[src/rtl/pw_trigger_sequencer_if.sv]
// Bundles the register-block settings, matcher handshake and trigger outputs of the
// trigger sequencer; master is the driving side, slave is the sequencer itself.
interface pw_trigger_sequencer_if #(
    parameter int pDELAY_WIDTH = 20,
    parameter int pWIDTH_WIDTH = 17,
    parameter int pCOUNT_WIDTH = 8
);
    logic                    I_arm;
    logic [pDELAY_WIDTH-1:0] I_delay;
    logic [pWIDTH_WIDTH-1:0] I_width;
    logic [pWIDTH_WIDTH-1:0] I_gap;
    logic [pCOUNT_WIDTH-1:0] I_num_pulses;
    logic                    I_match_trigger;
    logic                    O_matcher_arm;
    logic                    O_trigger;
    logic                    O_armed;
    logic                    O_busy;
    logic                    O_done;
    logic [pCOUNT_WIDTH-1:0] O_pulse_count;

    modport master (
        output I_arm, I_delay, I_width, I_gap, I_num_pulses, I_match_trigger,
        input  O_matcher_arm, O_trigger, O_armed, O_busy, O_done, O_pulse_count
    );

    modport slave (
        input  I_arm, I_delay, I_width, I_gap, I_num_pulses, I_match_trigger,
        output O_matcher_arm, O_trigger, O_armed, O_busy, O_done, O_pulse_count
    );
endinterface

[src/rtl/pw_trigger_sequencer.sv]
// Arms the pattern matcher, then turns a match into a delayed, programmable train of
// trigger pulses; one-shot per I_arm rising edge, aborted whenever I_arm drops.
module pw_trigger_sequencer #(
    parameter int pDELAY_WIDTH = 20,
    parameter int pWIDTH_WIDTH = 17,
    parameter int pCOUNT_WIDTH = 8
) (
    input  logic                   trigger_clk,
    input  logic                   reset_i,
    pw_trigger_sequencer_if.slave  bus
);
    typedef enum logic [2:0] {IDLE, ARMED, DELAY, PULSE, GAP, DONE} state_t;

    localparam logic [pDELAY_WIDTH-1:0] D_ONE = pDELAY_WIDTH'(1);
    localparam logic [pWIDTH_WIDTH-1:0] W_ONE = pWIDTH_WIDTH'(1);
    localparam logic [pCOUNT_WIDTH-1:0] C_ONE = pCOUNT_WIDTH'(1);

    state_t                  state_q, state_d;
    logic                    armPrev_q;
    logic                    trigger_q;
    logic [pDELAY_WIDTH-1:0] delay_q;
    logic [pWIDTH_WIDTH-1:0] width_q, gap_q;
    logic [pCOUNT_WIDTH-1:0] num_q;
    logic [pDELAY_WIDTH-1:0] delayCnt_q, delayCnt_d;
    logic [pWIDTH_WIDTH-1:0] phaseCnt_q, phaseCnt_d;
    logic [pCOUNT_WIDTH-1:0] pulseCnt_q, pulseCnt_d;
    logic                    armRise;

    assign armRise = bus.I_arm & ~armPrev_q;

    always_ff @(posedge trigger_clk or posedge reset_i) begin
        if (reset_i) begin
            state_q    <= IDLE;
            armPrev_q  <= 1'b0;
            trigger_q  <= 1'b0;
            delayCnt_q <= '0;
            phaseCnt_q <= '0;
            pulseCnt_q <= '0;
        end else begin
            state_q    <= state_d;
            armPrev_q  <= bus.I_arm;
            trigger_q  <= (state_d == PULSE);
            delayCnt_q <= delayCnt_d;
            phaseCnt_q <= phaseCnt_d;
            pulseCnt_q <= pulseCnt_d;
        end
    end

    // Settings are captured only at arming so register writes cannot disturb a sequence in flight.
    always_ff @(posedge trigger_clk or posedge reset_i) begin
        if (reset_i) begin
            delay_q <= '0;
            width_q <= W_ONE;
            gap_q   <= W_ONE;
            num_q   <= C_ONE;
        end else if (state_q == IDLE && armRise) begin
            delay_q <= bus.I_delay;
            width_q <= (bus.I_width == '0) ? W_ONE : bus.I_width;
            gap_q   <= (bus.I_gap == '0) ? W_ONE : bus.I_gap;
            num_q   <= (bus.I_num_pulses == '0) ? C_ONE : bus.I_num_pulses;
        end
    end

    always_comb begin
        state_d    = state_q;
        delayCnt_d = delayCnt_q;
        phaseCnt_d = phaseCnt_q;
        pulseCnt_d = pulseCnt_q;
        case (state_q)
            IDLE: begin
                if (armRise) begin
                    state_d    = ARMED;
                    pulseCnt_d = '0;
                end
            end
            ARMED: begin
                if (bus.I_match_trigger) begin
                    if (delay_q == '0) begin
                        state_d    = PULSE;
                        phaseCnt_d = width_q - W_ONE;
                    end else begin
                        state_d    = DELAY;
                        delayCnt_d = delay_q - D_ONE;
                    end
                end
            end
            DELAY: begin
                if (delayCnt_q == '0) begin
                    state_d    = PULSE;
                    phaseCnt_d = width_q - W_ONE;
                end else begin
                    delayCnt_d = delayCnt_q - D_ONE;
                end
            end
            PULSE: begin
                if (phaseCnt_q == '0) begin
                    pulseCnt_d = pulseCnt_q + C_ONE;
                    if (pulseCnt_q < num_q - C_ONE) begin
                        state_d    = GAP;
                        phaseCnt_d = gap_q - W_ONE;
                    end else begin
                        state_d = DONE;
                    end
                end else begin
                    phaseCnt_d = phaseCnt_q - W_ONE;
                end
            end
            GAP: begin
                if (phaseCnt_q == '0) begin
                    state_d    = PULSE;
                    phaseCnt_d = width_q - W_ONE;
                end else begin
                    phaseCnt_d = phaseCnt_q - W_ONE;
                end
            end
            DONE:    state_d = IDLE;
            default: state_d = IDLE;
        endcase
        // Abort beats every other transition, including a same-edge match or pulse completion.
        if (state_q != IDLE && !bus.I_arm) begin
            state_d    = IDLE;
            pulseCnt_d = pulseCnt_q;
        end
    end

    assign bus.O_trigger     = trigger_q;
    assign bus.O_armed       = (state_q == ARMED);
    assign bus.O_matcher_arm = (state_q == ARMED);
    assign bus.O_busy        = (state_q == DELAY) || (state_q == PULSE) || (state_q == GAP);
    assign bus.O_done        = (state_q == DONE);
    assign bus.O_pulse_count = pulseCnt_q;
endmodule

[src/flat_wrapper.sv]
// flat-port wrapper written by rule: the top's interface ports become plain ports
module pw_trigger_sequencer_flat 
#(
    parameter int pDELAY_WIDTH = 20,
    parameter int pWIDTH_WIDTH = 17,
    parameter int pCOUNT_WIDTH = 8
)
  (trigger_clk, reset_i, bus_I_arm, bus_I_delay, bus_I_width, bus_I_gap, bus_I_num_pulses, bus_I_match_trigger, bus_O_matcher_arm, bus_O_trigger, bus_O_armed, bus_O_busy, bus_O_done, bus_O_pulse_count);
  pw_trigger_sequencer_if #(.pDELAY_WIDTH(pDELAY_WIDTH), .pWIDTH_WIDTH(pWIDTH_WIDTH), .pCOUNT_WIDTH(pCOUNT_WIDTH)) bus_i ();
  input  logic trigger_clk;
  input  logic reset_i;
  input wire logic [$bits(bus_i.I_arm)-1:0] bus_I_arm;
  input wire logic [$bits(bus_i.I_delay)-1:0] bus_I_delay;
  input wire logic [$bits(bus_i.I_width)-1:0] bus_I_width;
  input wire logic [$bits(bus_i.I_gap)-1:0] bus_I_gap;
  input wire logic [$bits(bus_i.I_num_pulses)-1:0] bus_I_num_pulses;
  input wire logic [$bits(bus_i.I_match_trigger)-1:0] bus_I_match_trigger;
  output wire logic [$bits(bus_i.O_matcher_arm)-1:0] bus_O_matcher_arm;
  output wire logic [$bits(bus_i.O_trigger)-1:0] bus_O_trigger;
  output wire logic [$bits(bus_i.O_armed)-1:0] bus_O_armed;
  output wire logic [$bits(bus_i.O_busy)-1:0] bus_O_busy;
  output wire logic [$bits(bus_i.O_done)-1:0] bus_O_done;
  output wire logic [$bits(bus_i.O_pulse_count)-1:0] bus_O_pulse_count;
  assign bus_i.I_arm = bus_I_arm;
  assign bus_i.I_delay = bus_I_delay;
  assign bus_i.I_width = bus_I_width;
  assign bus_i.I_gap = bus_I_gap;
  assign bus_i.I_num_pulses = bus_I_num_pulses;
  assign bus_i.I_match_trigger = bus_I_match_trigger;
  assign bus_O_matcher_arm = bus_i.O_matcher_arm;
  assign bus_O_trigger = bus_i.O_trigger;
  assign bus_O_armed = bus_i.O_armed;
  assign bus_O_busy = bus_i.O_busy;
  assign bus_O_done = bus_i.O_done;
  assign bus_O_pulse_count = bus_i.O_pulse_count;
  pw_trigger_sequencer #(.pDELAY_WIDTH(pDELAY_WIDTH), .pWIDTH_WIDTH(pWIDTH_WIDTH), .pCOUNT_WIDTH(pCOUNT_WIDTH)) u_core (.trigger_clk(trigger_clk), .reset_i(reset_i), .bus(bus_i));
endmodule
[config.mk]
export PLATFORM = sky130hd
export DESIGN_NAME = pw_trigger_sequencer_flat
export DESIGN_NICKNAME = d
export VERILOG_FILES = /design/src/rtl/pw_trigger_sequencer_if.sv /design/src/rtl/pw_trigger_sequencer.sv /design/src/flat_wrapper.sv
export SDC_FILE = /design/constraint.sdc
export NUM_CORES = 1
export LEC_CHECK = 0
export CAP_MARGIN = 5
export CORE_AREA = 2 2 131 133
export DETAILED_ROUTE_END_ITERATION = 16
export DIE_AREA = 0 0 133 135
export PLACE_DENSITY = 0.76
export SLEW_MARGIN = 10
export SYNTH_ARGS = -nofsm -noshare
export SYNTH_HDL_FRONTEND = slang
export SYNTH_SLANG_ARGS = --single-unit
[constraint.sdc]
create_clock -name trigger_clk -period 10.5 [get_ports trigger_clk]
set_clock_uncertainty 0.15 [all_clocks]
set_input_delay 2.1 -clock trigger_clk [delete_from_list [all_inputs] [get_ports trigger_clk]]
set_output_delay 2.1 -clock trigger_clk [all_outputs]
set_load 0.02 [all_outputs]
==> key figures, run 1 <==
STA
  – Final setup viols: 0
  – Relative slew slack: 0.304
  – Setup_tns: 0 ns
  – Final Max Tran Viols: 0
  – Unrepaired setup endpoints after global routing: no
  – Fin crit period: roughly 4.6 ns
  – Fin crit share: 0.442
  – Measured slew at the worst slew-check pin: just over 1 ns
  – Highest clock rate: between 200 and 250 MHz
  – Endpoints failing hold: 0

Global route
  – Largest net degree at the start of global routing: 61
  – First-pass GRT wire length: approximately 32 mm
  – Met1 usage: 0.333
  – Gr ovfl total: 0
  – Met3 usage: 0.0304
  – Initial antenna violation count: 0
  – Total GRT Usage: 0.217
  – Global route hottest layer: met1
  – GR Util met2: 0.319
  – Vias in the first global route: slightly above 6,000

Worst setup path
  – CP arrival: roughly 2.4 ns
  – Setup crit start kind: flip-flop
  – Reg2reg path depth: 8
  – Reg-to-reg endpoint: u_core.phaseCnt_q[1]
  – R2r setup slk: around 6.7 ns
  – Largest fanout on the critical path: 17
  – Worst r2r src: u_core.phaseCnt_q[0]
  – Worst Path Required: between 8 and 9 ns
  – CP Capture Type: primary output
  – Crit Path Class: reg2out

Outcome
  – Status: completed

Clock network
  – TritonCTS Sinks: between 100 and 150
  – Post-CTS setup repair buffer count: 0
  – H-tree depth: 3
  – Root Buffer: clkbuf_16
  – Worst skew pair latency: around 0.36 ns
  – Post-CTS Hold Buffers: 0
  – Clock Path Buffers: 2
  – TritonCTS Buffers: 9
  – PostCTS Resize Cnt: 0
  – CTS tree: built
  – Clock-pin slew of the registers on the worst-case setup and hold paths: around 0.08 ns

Place
  – Port Buffers: roughly 80
  – Post-DP HPWL: 13.7 mm
  – RePlAce Congestion: between 0.9 and 1

Floorplan
  – Die area: approximately 0.018 sq mm
  – Initial Util: 0.445
  – Core area: ~0.016 sq mm
  – Die Y: approximately 140 um
  – Die width: between 100 and 150 um
  – Rows: 47
  – Number of I/O pins: 79

Yosys
  – Syn Area/Cell: a little over 9 sq um
  – Count of different cell masters after synthesis: 78
  – Synthesis warning total: 0
  – Most used DFF post-synth: dfrtp_1
  – Yosys reg bits: between 100 and 150
  – Netlist Area Pre-Place: between 0.007 and 0.008 sq mm
  – Post-synth top area cell: dfrtp_1
  – Post-Syn Instances: 798
  – Synth area leaders: dfrtp_1, mux2_2, o21ai_0
  – Ys async rst share: 1.00
  – Post-synthesis sequential area ratio: 0.384
  – Number of synthesized flops with an enable pin: 0
  – Yosys top cell area share: 0.373
  – Synth Net Count: 877

Min path
  – Endpoint, Worst Hold: u_core.phaseCnt_q[11]
  – Hold Path Origin: u_core.phaseCnt_q[11]
  – Hold path cells: 2
  – Hold crit path type: reg2reg

Routing
  – Drt pass-1 iters: 5
  – Drt drc: 0
  – Total number of vias: 6,627
  – Post-DRT Antenna Nets: 0
  – Total wire length: 19.0 mm
  – Drt via density: roughly 6.1
  – Routed len/inst: around 18 um
  – DR iter-0 viols: around 720

Layout
  – Nets: 932
  – Area of the multi-input gates: 0.00424 sq mm
  – Diodes inserted: 0
  – Util after Layout: 0.518
  – Register Area: around 0.0028 sq mm
  – Area Overhead vs Synth: 16.4%
  – Share of cells above drive strength 1: 0.124
  – Filler instances: between 1,500 and 2,000

Pwr
  – Worst VDD drop: 120 uV
  – P per Cell Area: about 270 mW/mm^2
  – Lkg Pwr: 3.14 nW
  – Tot Pwr: 2.27 mW

Run
  – Max_cap viols: 0
## registers in the layout (all words and copies together) (netlist names)
register	cells
u_core.width_q	17
u_core.bus.O_pulse_count	8
u_core.gap_q	17
u_core.armPrev_q	1
u_core.bus.O_trigger	1
u_core.delayCnt_q	20
u_core.phaseCnt_q	17
u_core.num_q	8
u_core.state_q	3
u_core.delay_q	20
## stage by stage
| stage | setup WS [ns] | std cells | hold WS, ns | area (sq um) |
|---|---|---|---|---|
| floorplan | 5.30 | 798 | 0.324 | 7300 |
| global placement | 6.12 | 1062 | 0.343 | 8220 |
| detailed placement | 6.11 | 1062 | 0.355 | 8220 |
| CTS | 5.85 | 1078 | 0.372 | 8500 |
| global route | 5.69 | 1078 | 0.405 | 8500 |
| finish | 5.86 | 1078 | 0.367 | 8500 |
## metal layers
metal,vias up,wire length (um)
li1,3126,-
met1,3183,9080
met2,295,8220
met3,23,1410
met4,0,254
met5,-,0
## cells in the final DEF (no fill, tap or decap), types with 5 or more instances in the layout
cell type / Yosys / layout
o211ai_1: 9 / 9
nand3_1: 16 / 16
o21ai_0: 61 / 61
a31oi_1: 6 / 6
nand2_1: 50 / 50
or3_1: 9 / 9
o31ai_1: 8 / 8
and2_1: 5 / 5
clkbuf_16: 0 / 9
nor2_1: 65 / 65
a211oi_1: 6 / 6
inv_1: 22 / 21
ha_1: 13 / 13
mux2i_1: 8 / 8
xor2_1: 15 / 15
dfrtp_1: 109 / 109
o21ai_1: 11 / 11
o21a_1: 7 / 7
a21oi_1: 40 / 40
xnor2_1: 24 / 24
mux2_2: 55 / 55
nor3b_1: 13 / 12
nor3_1: 52 / 52
or4_1: 9 / 9
nor4_1: 35 / 34
clkdlybuf4s50_1: 0 / 78
nand4_1: 11 / 11
o22ai_1: 7 / 7
## power by group
group,internal [mW],switching [mW],total [mW]
clock,0.164,0.174,0.337
sequential,0.628,0.279,0.907
combinational,0.464,0.556,1.02
## critical path, stage by stage, from the launching register on
cell,delay [ns]
dfrtp_1,0.57
or3b_2,0.67
nand2_1,0.17
clkdlybuf4s50_1,0.62
## worst max path at each step
stage | to | depth (start not counted) | start | slack, ns
final | bus_O_busy | 3 | u_core.state_q[0] | 5.86
after CTS | bus_O_matcher_arm | 2 | u_core.state_q[0] | 5.85
after global routing | bus_O_matcher_arm | 2 | u_core.state_q[0] | 5.69
after global placement | u_core.delayCnt_q[3] | 6 | bus_I_match_trigger | 6.12
after detailed placement | u_core.delayCnt_q[2] | 6 | bus_I_match_trigger | 6.11
after floorplan | u_core.armPrev_q | 1 | reset_i | 5.30
## synthesized netlist by cell type (4+ instances only)
| cell | instances |
|---|---|
| nand2_1 | 50 |
| o31ai_1 | 8 |
| ha_1 | 13 |
| a22o_1 | 4 |
| a31oi_1 | 6 |
| o22ai_1 | 7 |
| o211ai_1 | 9 |
| and3_1 | 4 |
| nand3_1 | 16 |
| mux2i_1 | 8 |
| xor2_1 | 15 |
| o21ai_1 | 11 |
| nor3_1 | 52 |
| nor2_1 | 65 |
| or4_1 | 9 |
| nor3b_1 | 13 |
| a2bb2oi_1 | 4 |
| dfrtp_1 | 109 |
| inv_1 | 22 |
| or3_1 | 9 |
| nand4_1 | 11 |
| and2_1 | 5 |
| a211oi_1 | 6 |
| a2111oi_0 | 4 |
| mux2_2 | 55 |
| a21oi_1 | 40 |
| clkbuf_1 | 27 |
| nand3b_1 | 4 |
| xnor2_1 | 24 |
| a21o_1 | 4 |
| o21a_1 | 7 |
| o21ai_0 | 61 |
| buf_2 | 6 |
| nor4_1 | 35 |
## area by class of cell
cell class              count  area share
flip-flops and latches    112       0.330
clock buffers               9      0.0265
multi-input cells         626       0.499
inverters                  22      0.0100
well taps                 220      0.0324
repair buffers             82      0.0954
clock inverters             7     0.00662
## logic make-up after synthesis
kind of cell	share of synthesized area
AND/OR/NAND/NOR	0.221
AO/OA/AOI/OAI	0.192
flip-flops	0.384
multiplexers	0.0973
buffers and inverters	0.0365
XOR/XNOR	0.0468
adder cells (fa/ha/maj)	0.0223
Power figures use the tool's default switching activity.
==> run 2, diff against run 1 <==
--- a/config.mk
+++ b/config.mk
@@ -9,7 +9,7 @@
 export CORE_AREA = 2 2 131 133
 export DETAILED_ROUTE_END_ITERATION = 16
 export DIE_AREA = 0 0 133 135
-export PLACE_DENSITY = 0.76
+export PLACE_DENSITY = 0.78
 export SLEW_MARGIN = 10
 export SYNTH_ARGS = -nofsm -noshare
 export SYNTH_HDL_FRONTEND = slang
==> constraint.sdc (replaced) <==
create_clock -name trigger_clk -period 4.24 [get_ports trigger_clk]
set_clock_uncertainty 0.15 [all_clocks]
set_input_delay 0.848 -clock trigger_clk [delete_from_list [all_inputs] [get_ports trigger_clk]]
set_output_delay 0.848 -clock trigger_clk [all_outputs]
set_load 0.02 [all_outputs]
==> run 2 against run 1 <==
  * Utilization rose by 0.59 points
  * First-iteration DRC count rose by 6.8%
  * Register-to-register slack got worse by 5.9 ns
  * Clock power rose to 2.7 times the previous value
  * Final area rose by 1.1%
  * Count of clock-buffer cells in the layout rose by 1
  * Combinational power rose to 2.5 times the previous value
  * Critical path depth fell by 1
==> key figures, run 2 (same netlist as run 1, synthesis figures left out) <==
Global route
  – Largest net degree at the start of global routing: 60
  – Initial antenna violation count: 0
  – First-pass GRT wire length: 32.2 mm
  – Total GRT Usage: 0.223
  – Gr ovfl total: 0
  – Vias in the first global route: about 6,200

Clock network
  – Post-CTS Hold Buffers: 0
  – TritonCTS Sinks: about 110
  – Clock Path Buffers: 2
  – PostCTS Resize Cnt: 0
  – CTS tree: built
  – H-tree depth: 3
  – Clock-pin slew of the registers on the worst-case setup and hold paths: 0.08 ns
  – Post-CTS setup repair buffer count: 0
  – TritonCTS Buffers: 9
  – Root Buffer: clkbuf_16
  – Worst skew pair latency: 0.37 ns

Pwr
  – P_int: roughly 3.2 mW
  – P per Cell Area: 664 mW/mm^2
  – Net Sw Frac: 0.437
  – P_sw: approximately 2.5 mW
  – Seq pwr share: 0.393
  – Worst VDD drop: approximately 280 uV
  – Combinational power share: 0.450
  – Lkg Pwr: roughly 3.2 nW
  – Tot Pwr: 5.71 mW
  – Clk network pwr share: 0.157

Routing
  – Total number of vias: 6,687
  – Post-DRT Antenna Nets: 0
  – Total wire length: 19.4 mm
  – Routed len/inst: about 18 um
  – Drt via density: just over 6
  – Drt pass-1 iters: 6
  – Top Metal Used: met4
  – DR WL met2: 8.61 mm
  – Drt drc: 0
  – Wire length on met1: 8.96 mm
  – DR iter-0 viols: about 770
  – Routed wl met3: between 1 and 1.5 mm

Worst setup path
  – Worst-path cell chain: nor3b_1, clkdlybuf4s50_1
  – Crit Path Class: reg2out
  – CP delay by family, top: buffers and inverters
  – Setup crit start kind: flip-flop
  – Worst Path Required: ~3.2 ns
  – Slowest stage cell, crit path: clkdlybuf4s50_1
  – CP arrival: approximately 2.5 ns
  – CP Capture Type: primary output
  – Crit path buf inv count: 1
  – Crit-path max cell delay: between 0.7 and 0.8 ns
  – Largest fanout on the critical path: 17

Place
  – Port Buffers: 78
  – Post-DP HPWL: roughly 14 mm
  – RePlAce Congestion: around 0.95
  – DP Cell Count: 1,069

STA
  – Endpoints failing hold: 0
  – Unrepaired setup endpoints after global routing: no
  – Fin crit period: ~3.5 ns
  – Final setup viols: 0
  – Relative slew slack: 0.445
  – Highest clock rate: approximately 290 MHz
  – Fin crit share: 0.823
  – Measured slew at the worst slew-check pin: slightly above 0.8 ns
  – Setup_tns: 0 ns
  – Final Max Tran Viols: 0

Outcome
  – Status: completed

Floorplan
  – Number of I/O pins: 79
  – Die width: 133 um
  – Core area: 0.0164 sq mm
  – Initial Util: 0.445
  – Die Y: roughly 140 um
  – Die area: between 0.015 and 0.02 sq mm
  – Rows: 47

Layout
  – Area Overhead vs Synth: 17.7%
  – Most frequent cells in the layout: dfrtp_1, clkdlybuf4s50_1, nor2_1
  – Finished Layout Cells: between 1,000 and 1,500
  – Diodes inserted: 0
  – Nets: 939
  – Leading cell type in the layout, fill and taps excluded: dfrtp_1
  – Share of cells above drive strength 1: 0.131
  – Biggest regs: u_core.delayCnt_q (20), u_core.delay_q (20)

Run
  – Max_cap viols: 0

Min path
  – Hold crit path type: reg2reg
==> run 2: cell types whose count changed in the layout (fill, tap and decap cells not counted) <==
| cell | before | now |
|---|---|---|
| clkbuf_8 | 0 | 1 |
| buf_12 | 0 | 1 |
| clkinvlp_4 | 3 | 1 |
| clkinv_4 | 1 | 2 |
| buf_4 | 4 | 10 |
| bufinv_16 | 0 | 1 |
| clkinv_2 | 1 | 0 |
==> run 2: tightest hold or removal path, stage by stage (launching register included) <==
cell and delay (ns):
dfrtp_1 0.36, o31ai_1 0.07, o21ai_1 0.06
==> run 2: final timing paths <==
path	from	end	slack [ns]	cells past startpoint
max	u_core.state_q[0]	bus_O_matcher_arm	0.75	2
min	u_core.phaseCnt_q[11]	u_core.phaseCnt_q[11]	0.38	2
max reg2reg	u_core.phaseCnt_q[0]	u_core.phaseCnt_q[2]	0.84	8
min reg2reg	u_core.phaseCnt_q[11]	u_core.phaseCnt_q[11]	0.38	2
max in group asynchronous	reset_i	u_core.phaseCnt_q[12]	2.41	3
min in group asynchronous	reset_i	u_core.delay_q[13]	0.72	2
==> run 2: power by group through the flow <==
stage	logic (mW)	clock network [mW]	registers, mW
floorplan	2.04	0	2.00
global placement	2.46	0	2.22
detailed placement	2.53	0	2.23
CTS	2.54	0.913	2.23
global route	2.85	0.951	2.33
finish	2.57	0.895	2.25
==> run 2: cell type report <==
class	count	area [sq um]
Fill cell	1496	7810
Multi-Input combinational cell	626	4240
Sequential cell	112	2810
Timing Repair Buffer	89	876
Tap cell	220	275
Clock buffer	10	239
Inverter	22	85.1
Clock inverter	6	75.1
==> run 2: stage by stage <==
stage               setup WS (ns)  hold WS [ns]  cell area, sq um   util
global placement             1.03         0.350              8280  0.505
floorplan                   0.288         0.324              7300      -
global route                0.582         0.429              8600  0.524
detailed placement          0.900         0.358              8280  0.505
finish                      0.752         0.377              8600  0.524
CTS                         0.770         0.376              8600  0.524
==> run 2: routing by layer <==
metal,vias up,track usage
met3,29,0.0379
met2,281,0.332
met5,-,0
li1,3141,-
met4,0,0.0741
met1,3236,0.331
